===== src/rtl/editor_campos_datos.sv =====
// Nine-field value editor with inc/dec/next/prev controls and a ready/valid field stream.
// Optional macro DATOS_BCD_OUT_EN: streams each field as two BCD digits instead of binary.
module editor_campos_datos (
  input  logic       clk,
  input  logic       reset,
  input  logic       en,
  input  logic       inc,
  input  logic       dec,
  input  logic       next,
  input  logic       prev,
  input  logic       commit,
  output logic [3:0] c_1,
  output logic [6:0] valor,
  output logic [7:0] dout,
  output logic [3:0] dout_idx,
  output logic       dout_valid,
  input  logic       dout_ready,
  output logic       busy
);

  localparam int DATA_W  = 7;
  localparam int NCAMPOS = 9;
  localparam logic [3:0] ULTIMO = 4'd8;

  typedef enum logic [1:0] {IDLE, EDIT, SEND} estado_t;

  estado_t           estado, estado_sig;
  logic [DATA_W-1:0] campo [NCAMPOS];
  logic [DATA_W-1:0] sel_val, campo_nuevo, sel_lim;
  logic [3:0]        c_1_sig;

  function automatic logic [DATA_W-1:0] limite(input logic [3:0] i);
    case (i)
      4'd0:       limite = 7'd23;
      4'd1, 4'd2: limite = 7'd59;
      4'd3:       limite = 7'd30;
      4'd4:       limite = 7'd11;
      4'd5:       limite = 7'd99;
      4'd6:       limite = 7'd23;
      default:    limite = 7'd59;
    endcase
  endfunction

  function automatic logic [7:0] formato(input logic [DATA_W-1:0] v);
`ifdef DATOS_BCD_OUT_EN
    logic [3:0] decenas, unidades;
    decenas  = 4'(v / 7'd10);
    unidades = 4'(v % 7'd10);
    formato  = {decenas, unidades};
`else
    formato = {1'b0, v};
`endif
  endfunction

  assign sel_val = campo[c_1];
  assign sel_lim = limite(c_1);
  assign valor   = sel_val;
  assign busy    = (estado == SEND);

  // Edits target the field selected before this cycle's next/prev takes effect
  always_comb begin
    campo_nuevo = sel_val;
    if (inc && !dec)
      campo_nuevo = (sel_val >= sel_lim) ? '0 : sel_val + 7'd1;
    else if (dec && !inc)
      campo_nuevo = (sel_val == '0) ? sel_lim : sel_val - 7'd1;
  end

  always_comb begin
    c_1_sig = c_1;
    if (next && !prev)
      c_1_sig = (c_1 == ULTIMO) ? 4'd0 : c_1 + 4'd1;
    else if (prev && !next)
      c_1_sig = (c_1 == 4'd0) ? ULTIMO : c_1 - 4'd1;
  end

  always_ff @(posedge clk or negedge reset) begin
    if (!reset)
      estado <= IDLE;
    else
      estado <= estado_sig;
  end

  always_comb begin
    estado_sig = estado;
    case (estado)
      IDLE: if (en) estado_sig = EDIT;
      EDIT: begin
        if (!en)
          estado_sig = IDLE;
        else if (commit)
          estado_sig = SEND;
      end
      SEND: begin
        if (dout_valid && dout_ready && dout_idx == ULTIMO)
          estado_sig = en ? EDIT : IDLE;
      end
      default: estado_sig = IDLE;
    endcase
  end

  always_ff @(posedge clk or negedge reset) begin
    if (!reset) begin
      for (int i = 0; i < NCAMPOS; i++)
        campo[i] <= '0;
      c_1 <= 4'd0;
    end else if (estado == EDIT) begin
      campo[c_1] <= campo_nuevo;
      c_1        <= c_1_sig;
    end
  end

  // Fields are frozen during SEND, so each word is formatted as it is loaded
  always_ff @(posedge clk or negedge reset) begin
    if (!reset) begin
      dout       <= 8'd0;
      dout_idx   <= 4'd0;
      dout_valid <= 1'b0;
    end else if (estado == SEND) begin
      if (!dout_valid) begin
        dout_valid <= 1'b1;
        dout_idx   <= 4'd0;
        dout       <= formato(campo[0]);
      end else if (dout_ready) begin
        if (dout_idx == ULTIMO) begin
          dout_valid <= 1'b0;
        end else begin
          dout_idx <= dout_idx + 4'd1;
          dout     <= formato(campo[dout_idx + 4'd1]);
        end
      end
    end
  end

endmodule


===== config.mk =====
export PLATFORM = sky130hd
export DESIGN_NAME = editor_campos_datos
export DESIGN_NICKNAME = d
export VERILOG_FILES = /design/src/rtl/editor_campos_datos.sv
export SDC_FILE = /design/constraint.sdc
export NUM_CORES = 1
export LEC_CHECK = 0
export ABC_AREA = 1
export CAP_MARGIN = 20
export CELL_PAD_IN_SITES_DETAIL_PLACEMENT = 1
export CELL_PAD_IN_SITES_GLOBAL_PLACEMENT = 2
export CORE_ASPECT_RATIO = 0.75
export CORE_UTILIZATION = 37
export DETAILED_ROUTE_END_ITERATION = 10
export PLACE_DENSITY_LB_ADDON = 0.3
export REMOVE_ABC_BUFFERS = 1
export SLEW_MARGIN = 20
export SYNTH_ARGS = -nofsm -noshare
export SYNTH_HDL_FRONTEND = slang
export SYNTH_SLANG_ARGS = --single-unit

===== constraint.sdc =====
create_clock -name clk -period 6 [get_ports clk]
set_input_delay 1.2 -clock clk [delete_from_list [all_inputs] [get_ports clk]]
set_output_delay 1.2 -clock clk [all_outputs]
set_load 0.05 [all_outputs]

# Yosys cells after proc, flatten, opt, wreduce, memory -nomap -nowiden
# Cells that the tools add are included.
# word_totals
regBits,82
elab_cells,90
out_inout_bits,25
input_bits,9
# op_classes
reduce_logical,19
n_lt_le_gt_ge,4
eq_ne,13
add_sub_neg,5
n_mux,33
n_bitwise,2
# op_table
cell,count
bitwise mux 63 bit,1
2-to-1 mux 7 bit,9
binary-select mux 7 bit (select 4 bit),2
demux 7 bit (select 4 bit),1
2-to-1 mux 4 bit,7
case mux 7 bit (4 select lines),1
2-to-1 mux 8 bit,3
== test 4 x 3 -> 1 bit (second input constant),3
>= comparator 5 bit (second input constant),2
NOT 4 -> 5 bit,2
adder 4 x 1 -> 4 bit (second input constant),2
== test 4 bit (second input constant),2
2-to-1 mux 2 bit,4
adder 7 x 1 -> 7 bit (second input constant),1
>= comparator 7 bit,1
logical AND 1 bit,7
zero test 7 bit,1
subtractor 7 x 1 -> 7 bit (second input constant),1
case mux 2 bit (3 select lines),1
AND reduction 3 bit,2
less-than comparator 5 x 1 -> 1 bit (second input constant),1
== test 4 x 2 -> 1 bit (second input constant),1
zero test 1 bit,4
zero test 4 bit,1
11 further kinds,16

# Depth between registers and ports, before layout
# logic_depth
word_depth,9
mapped_depth,21
ltp_nobuf,19

# Least setup slack after synthesis
# No wires, ideal clock.
# synth_path
kind,register to register
from,reg c_1[0]
to,reg campo[55] (netlist name)
path_stages_with_launch,20
slack_ns,2.842
required_ns,5.935
path_buffers,2
arrival_ns,3.093
setup_time_ns,0.065
synth_period_minus_slack_ns,3.158
cell_sequence,dfrtp_1 buf_6 inv_6 buf_6 ha_1 nand2_1 o21ai_1 nor2_1 nand2_1 nand2_1 inv_1 ha_1 a21oi_1 o21bai_1 a211o_1 a21oi_4 nand3_1 nand2_4 nand2_1 nand2_1
# synth_between
elab_chain_len,9
elab_cells_between_ends,25
cone_classes,2 x add/sub; 3 x order compare; 4 x eq/ne; 11 x mux; 1 x bitwise; 4 x reduce/logical
# synth_lines
element,line,rtl
from (decl),12,"output logic [3:0] c_1,"
from (signal assigned),109,c_1 <= c_1_sig;
NOT 4 -> 5 bit (not written as such),"55, 108",
binary-select mux 7 bit (select 4 bit),55,assign sel_val = campo[c_1];
2-to-1 mux 7 bit (not written as such) (2 in a row),55,
subtractor 7 x 1 -> 7 bit / zero test 7 bit (equally long branches),66,campo_nuevo = (sel_val == '0) ? sel_lim : sel_val - 7'd1;
2-to-1 mux 7 bit,66,
2-to-1 mux 7 bit,65,else if (dec && !inc)
2-to-1 mux 7 bit,63,if (inc && !dec)
bitwise mux 63 bit (*),108,campo[c_1] <= campo_nuevo;
"to (signal, indexed assignment)",108,
to (decl),28,logic [DATA_W-1:0] campo [NCAMPOS];
# Mark *: on every way between the ends. The rest lies on a longest branch, timed or not. The select of a mux whose other input is x is not followed.
# A chain may end at the register's enable or synchronous reset.

# Final worst setup path
# layout_path
from,reg c_1[1]
to,out valor[5]
# layout_between
elab_chain_len,4
# layout_lines
element,line,rtl
NOT 4 -> 5 bit (not written as such),55,
binary-select mux 7 bit (select 4 bit),55,
2-to-1 mux 7 bit (not written as such) (2 in a row),55,
to (decl),13,"output logic [6:0] valor,"
# Every way passes these cells. The select of a mux whose other input is x is not followed.

==> impl_metrics.yaml <==
synthesis:
  post_synth_edffs: 0
  synth_cells: 786
  post_synth_num_cell_types: 41
  synth_top_flop_cell: "sky130_fd_sc_hd__dfrtp_1"
  yosys_warnings: 0
  syn-cell-area_mm2: 0.00541
  yosys_register_bits: 81
  synthesis.area_per_instance_um2: 6.88
  register_area_share_after_synthesis: 0.375
  postSynth.asyncResetShare: 1.00
floorplan:
  design.core.area_mm2: 0.0140
  die_extent_in_y_um: 107
  floorplan.die.width_um: 142
  core.rowCount: 37
  initial_utilization: 0.387
  die_footprint_mm2: 0.0151
  top_level_ports: 34
grt:
  groute.layer.met1.usage: 0.390
  globalRouteMet2Util: 0.423
  antenna_found_initial: 0
  grt_overflow_total: 0
  grt_pass1_wl_mm: 31.6
  vias_in_the_first_global_route: 5673
  grt_max_degree: 82
  grt.total_usage: 0.276
  grtUsageMet3: 0.0572
  grt_most_used_layer: "met2"
clock_network:
  h-tree-depth: 3
  ctsRootBufferMaster: "sky130_fd_sc_hd__clkbuf_16"
  tritoncts.num_buffers: 9
  numClockSinks: 81
  path_clk_slew_ns: 0.07
  insertion_delay_ns: 0.34
  clock_path_buffers: 2
  cts_setup_buffers: 0
  cts_hold_repair.buffers: 0
  cts_tree: "done"
  cts_resized: 0
timing:
  max_slew.worst_pin.slew_ns: 0.831
  fin_skew_ns: 0.00865
  finalWorstPathRequiredPeriod_ns: 4.21
  finalCritPeriodShare: 0.701
  number_of_setup_violations_in_the_final_report: 0
  slew_viol_final: 0
  rsz0062_at_grt: "no"
  achievable-frequency_ghz: 0.238
  slew_headroom: 0.444
  finalHoldViolations: 0
  timing.setup.tns_ns: 0
setup_path:
  timing.reg2reg.worst_path_depth: 17
  critical_path.startpoint_type: "register"
  arrival_ns: 3.01
  crit_path_end_kind: "output port"
  timing.setup.critical_path_class: "reg2out"
  critical_path_required_ns: 4.80
  worst-path-max-fanout: 20
route:
  drt_pre_antenna_iters: 5
  initialDrtViolationCount: 421
  vias: 5443
  route.detailed.vias_per_inst: 5.37
  drt_drc_violations_left: 0
  ant_nets: 0
  route.detailed.wl_per_inst_um: 19.2
  routed_wirelength_mm: 19.4
worst_hold_path:
  hold_path_class: "reg2reg"
  hold_depth: 2
outcome:
  outcome: "finished clean"
layout:
  layout-drive-gt1-share: 0.0697
  nets: 839
  layout-area-overhead-vs-synth_pct: 14.0
  diodes: 0
flow_run:
  maxCapViolations: 0
placement:
  buffer_ports.inserted: 32
  hpwl_mm: 14.5
  routabilityCongestion: 0.895
worst paths after layout:
| kind | end | start | slack [ns] |
|---|---|---|---|
| max | valor[5] | c_1[1] | 1.79 |
| min | campo[47] | campo[47] | 0.48 |
| max reg2reg | campo[31] | c_1[1] | 1.95 |
| min reg2reg | campo[47] | campo[47] | 0.48 |
| max in group asynchronous | c_1[1] | reset | 4.58 |
| min in group asynchronous | campo[40] | reset | 0.91 |
cells in the final DEF (no fill, tap or decap), types with 2 or more instances in the layout:
cell / Yosys / routed
sky130_fd_sc_hd__a21oi_1: 35 / 35
sky130_fd_sc_hd__a22oi_1: 2 / 2
sky130_fd_sc_hd__buf_4: 2 / 6
sky130_fd_sc_hd__clkbuf_16: 0 / 9
sky130_fd_sc_hd__clkdlybuf4s50_1: 0 / 31
sky130_fd_sc_hd__clkinv_1: 2 / 2
sky130_fd_sc_hd__dfrtp_1: 81 / 81
sky130_fd_sc_hd__ha_1: 17 / 17
sky130_fd_sc_hd__inv_1: 75 / 75
sky130_fd_sc_hd__inv_2: 4 / 4
sky130_fd_sc_hd__inv_6: 1 / 5
sky130_fd_sc_hd__nand2_1: 318 / 318
sky130_fd_sc_hd__nand2_2: 2 / 2
sky130_fd_sc_hd__nand2_4: 4 / 4
sky130_fd_sc_hd__nand3_1: 52 / 52
sky130_fd_sc_hd__nand3_2: 6 / 6
sky130_fd_sc_hd__nand3_4: 4 / 4
sky130_fd_sc_hd__nand4_1: 8 / 8
sky130_fd_sc_hd__nor2_1: 49 / 49
sky130_fd_sc_hd__nor2_2: 3 / 3
sky130_fd_sc_hd__nor2_4: 4 / 4
sky130_fd_sc_hd__nor3_1: 2 / 2
sky130_fd_sc_hd__o211ai_1: 12 / 12
sky130_fd_sc_hd__o21ai_0: 56 / 56
sky130_fd_sc_hd__o21ai_1: 5 / 5
sky130_fd_sc_hd__o221ai_1: 3 / 3
sky130_fd_sc_hd__o22ai_1: 5 / 5
sky130_fd_sc_hd__xor2_1: 2 / 2
critical path: stages, from the launching register on:
cell and delay, ns:
sky130_fd_sc_hd__dfrtp_1 0.88, sky130_fd_sc_hd__inv_2 0.37, sky130_fd_sc_hd__nand3_1 0.21, sky130_fd_sc_hd__nand3_1 0.13
sky130_fd_sc_hd__nand3_2 0.22, sky130_fd_sc_hd__clkdlybuf4s50_1 0.84
state kept, by name (all words and copies together), names as in the netlist:
| signal | count |
|---|---|
| c_1 | 4 |
| estado | 2 |
| campo | 63 |
| dout_valid | 1 |
| dout | 7 |
| dout_idx | 4 |
synthesized netlist by cell type (3+ instances only):
cell type,n,area [um^2]
sky130_fd_sc_hd__a21oi_1,35,175
sky130_fd_sc_hd__o21ai_1,5,25.0
sky130_fd_sc_hd__nand4_1,8,50.1
sky130_fd_sc_hd__o21ai_0,56,280
sky130_fd_sc_hd__nand3_1,52,260
sky130_fd_sc_hd__ha_1,17,213
sky130_fd_sc_hd__inv_2,4,15.0
sky130_fd_sc_hd__o221ai_1,3,26.3
sky130_fd_sc_hd__nor2_2,3,18.8
sky130_fd_sc_hd__nand2_1,318,1190
sky130_fd_sc_hd__buf_6,6,67.6
sky130_fd_sc_hd__inv_1,75,282
sky130_fd_sc_hd__nand3_2,6,60.1
sky130_fd_sc_hd__clkbuf_1,12,45.0
sky130_fd_sc_hd__nor2_4,4,45.0
sky130_fd_sc_hd__nor2_1,49,184
sky130_fd_sc_hd__o211ai_1,12,90.1
sky130_fd_sc_hd__nand2_4,4,45.0
sky130_fd_sc_hd__o22ai_1,5,31.3
sky130_fd_sc_hd__dfrtp_1,81,2030
sky130_fd_sc_hd__nand3_4,4,70.1
per-layer routing:
layer | wire, um | vias to the layer above
met3 | 1260 | 35
met1 | 9310 | 2666
met4 | 438 | 0
li1 | - | 2585
met5 | 0 | -
met2 | 8390 | 157
through the flow:
| step | util | hold WS, ns | instances | area [um^2] | setup slack, ns |
|---|---|---|---|---|---|
| 2_1_floorplan | - | 0.449 | 764 | 5270 | 2.41 |
| 3_3_place_gp | 0.420 | 0.464 | 997 | 5880 | 2.14 |
| 3_5_place_dp | 0.420 | 0.469 | 997 | 5880 | 1.98 |
| 4_1_cts | 0.441 | 0.487 | 1013 | 6160 | 1.79 |
| 5_1_grt | 0.441 | 0.522 | 1013 | 6160 | 1.65 |
| 6_report | 0.441 | 0.481 | 1013 | 6160 | 1.79 |
final cells by class:
class | instances | area, um^2
Tap cell | 195 | 244
Inverter | 82 | 313
Clock buffer | 9 | 225
Timing Repair Buffer | 38 | 367
Fill cell | 1805 | 7820
Multi-Input combinational cell | 601 | 2930
Clock inverter | 7 | 58.8
Sequential cell | 81 | 2030
kinds of logic (layout without fill, tap and decap cells):
kind of cell	after synthesis	in the layout	synth area share
other	1	1	0.000693
AO/OA/AOI/OAI	126	126	0.134
adder cells (fa/ha/maj)	17	17	0.0393
AND/OR/NAND/NOR	454	454	0.363
buffers and inverters	104	136	0.0833
flip-flops	81	81	0.375
XOR/XNOR	3	3	0.00486
Power is left out: the tool's default activity adds up to more than one toggle a clock period on the data nets, which glitch-free logic cannot reach.
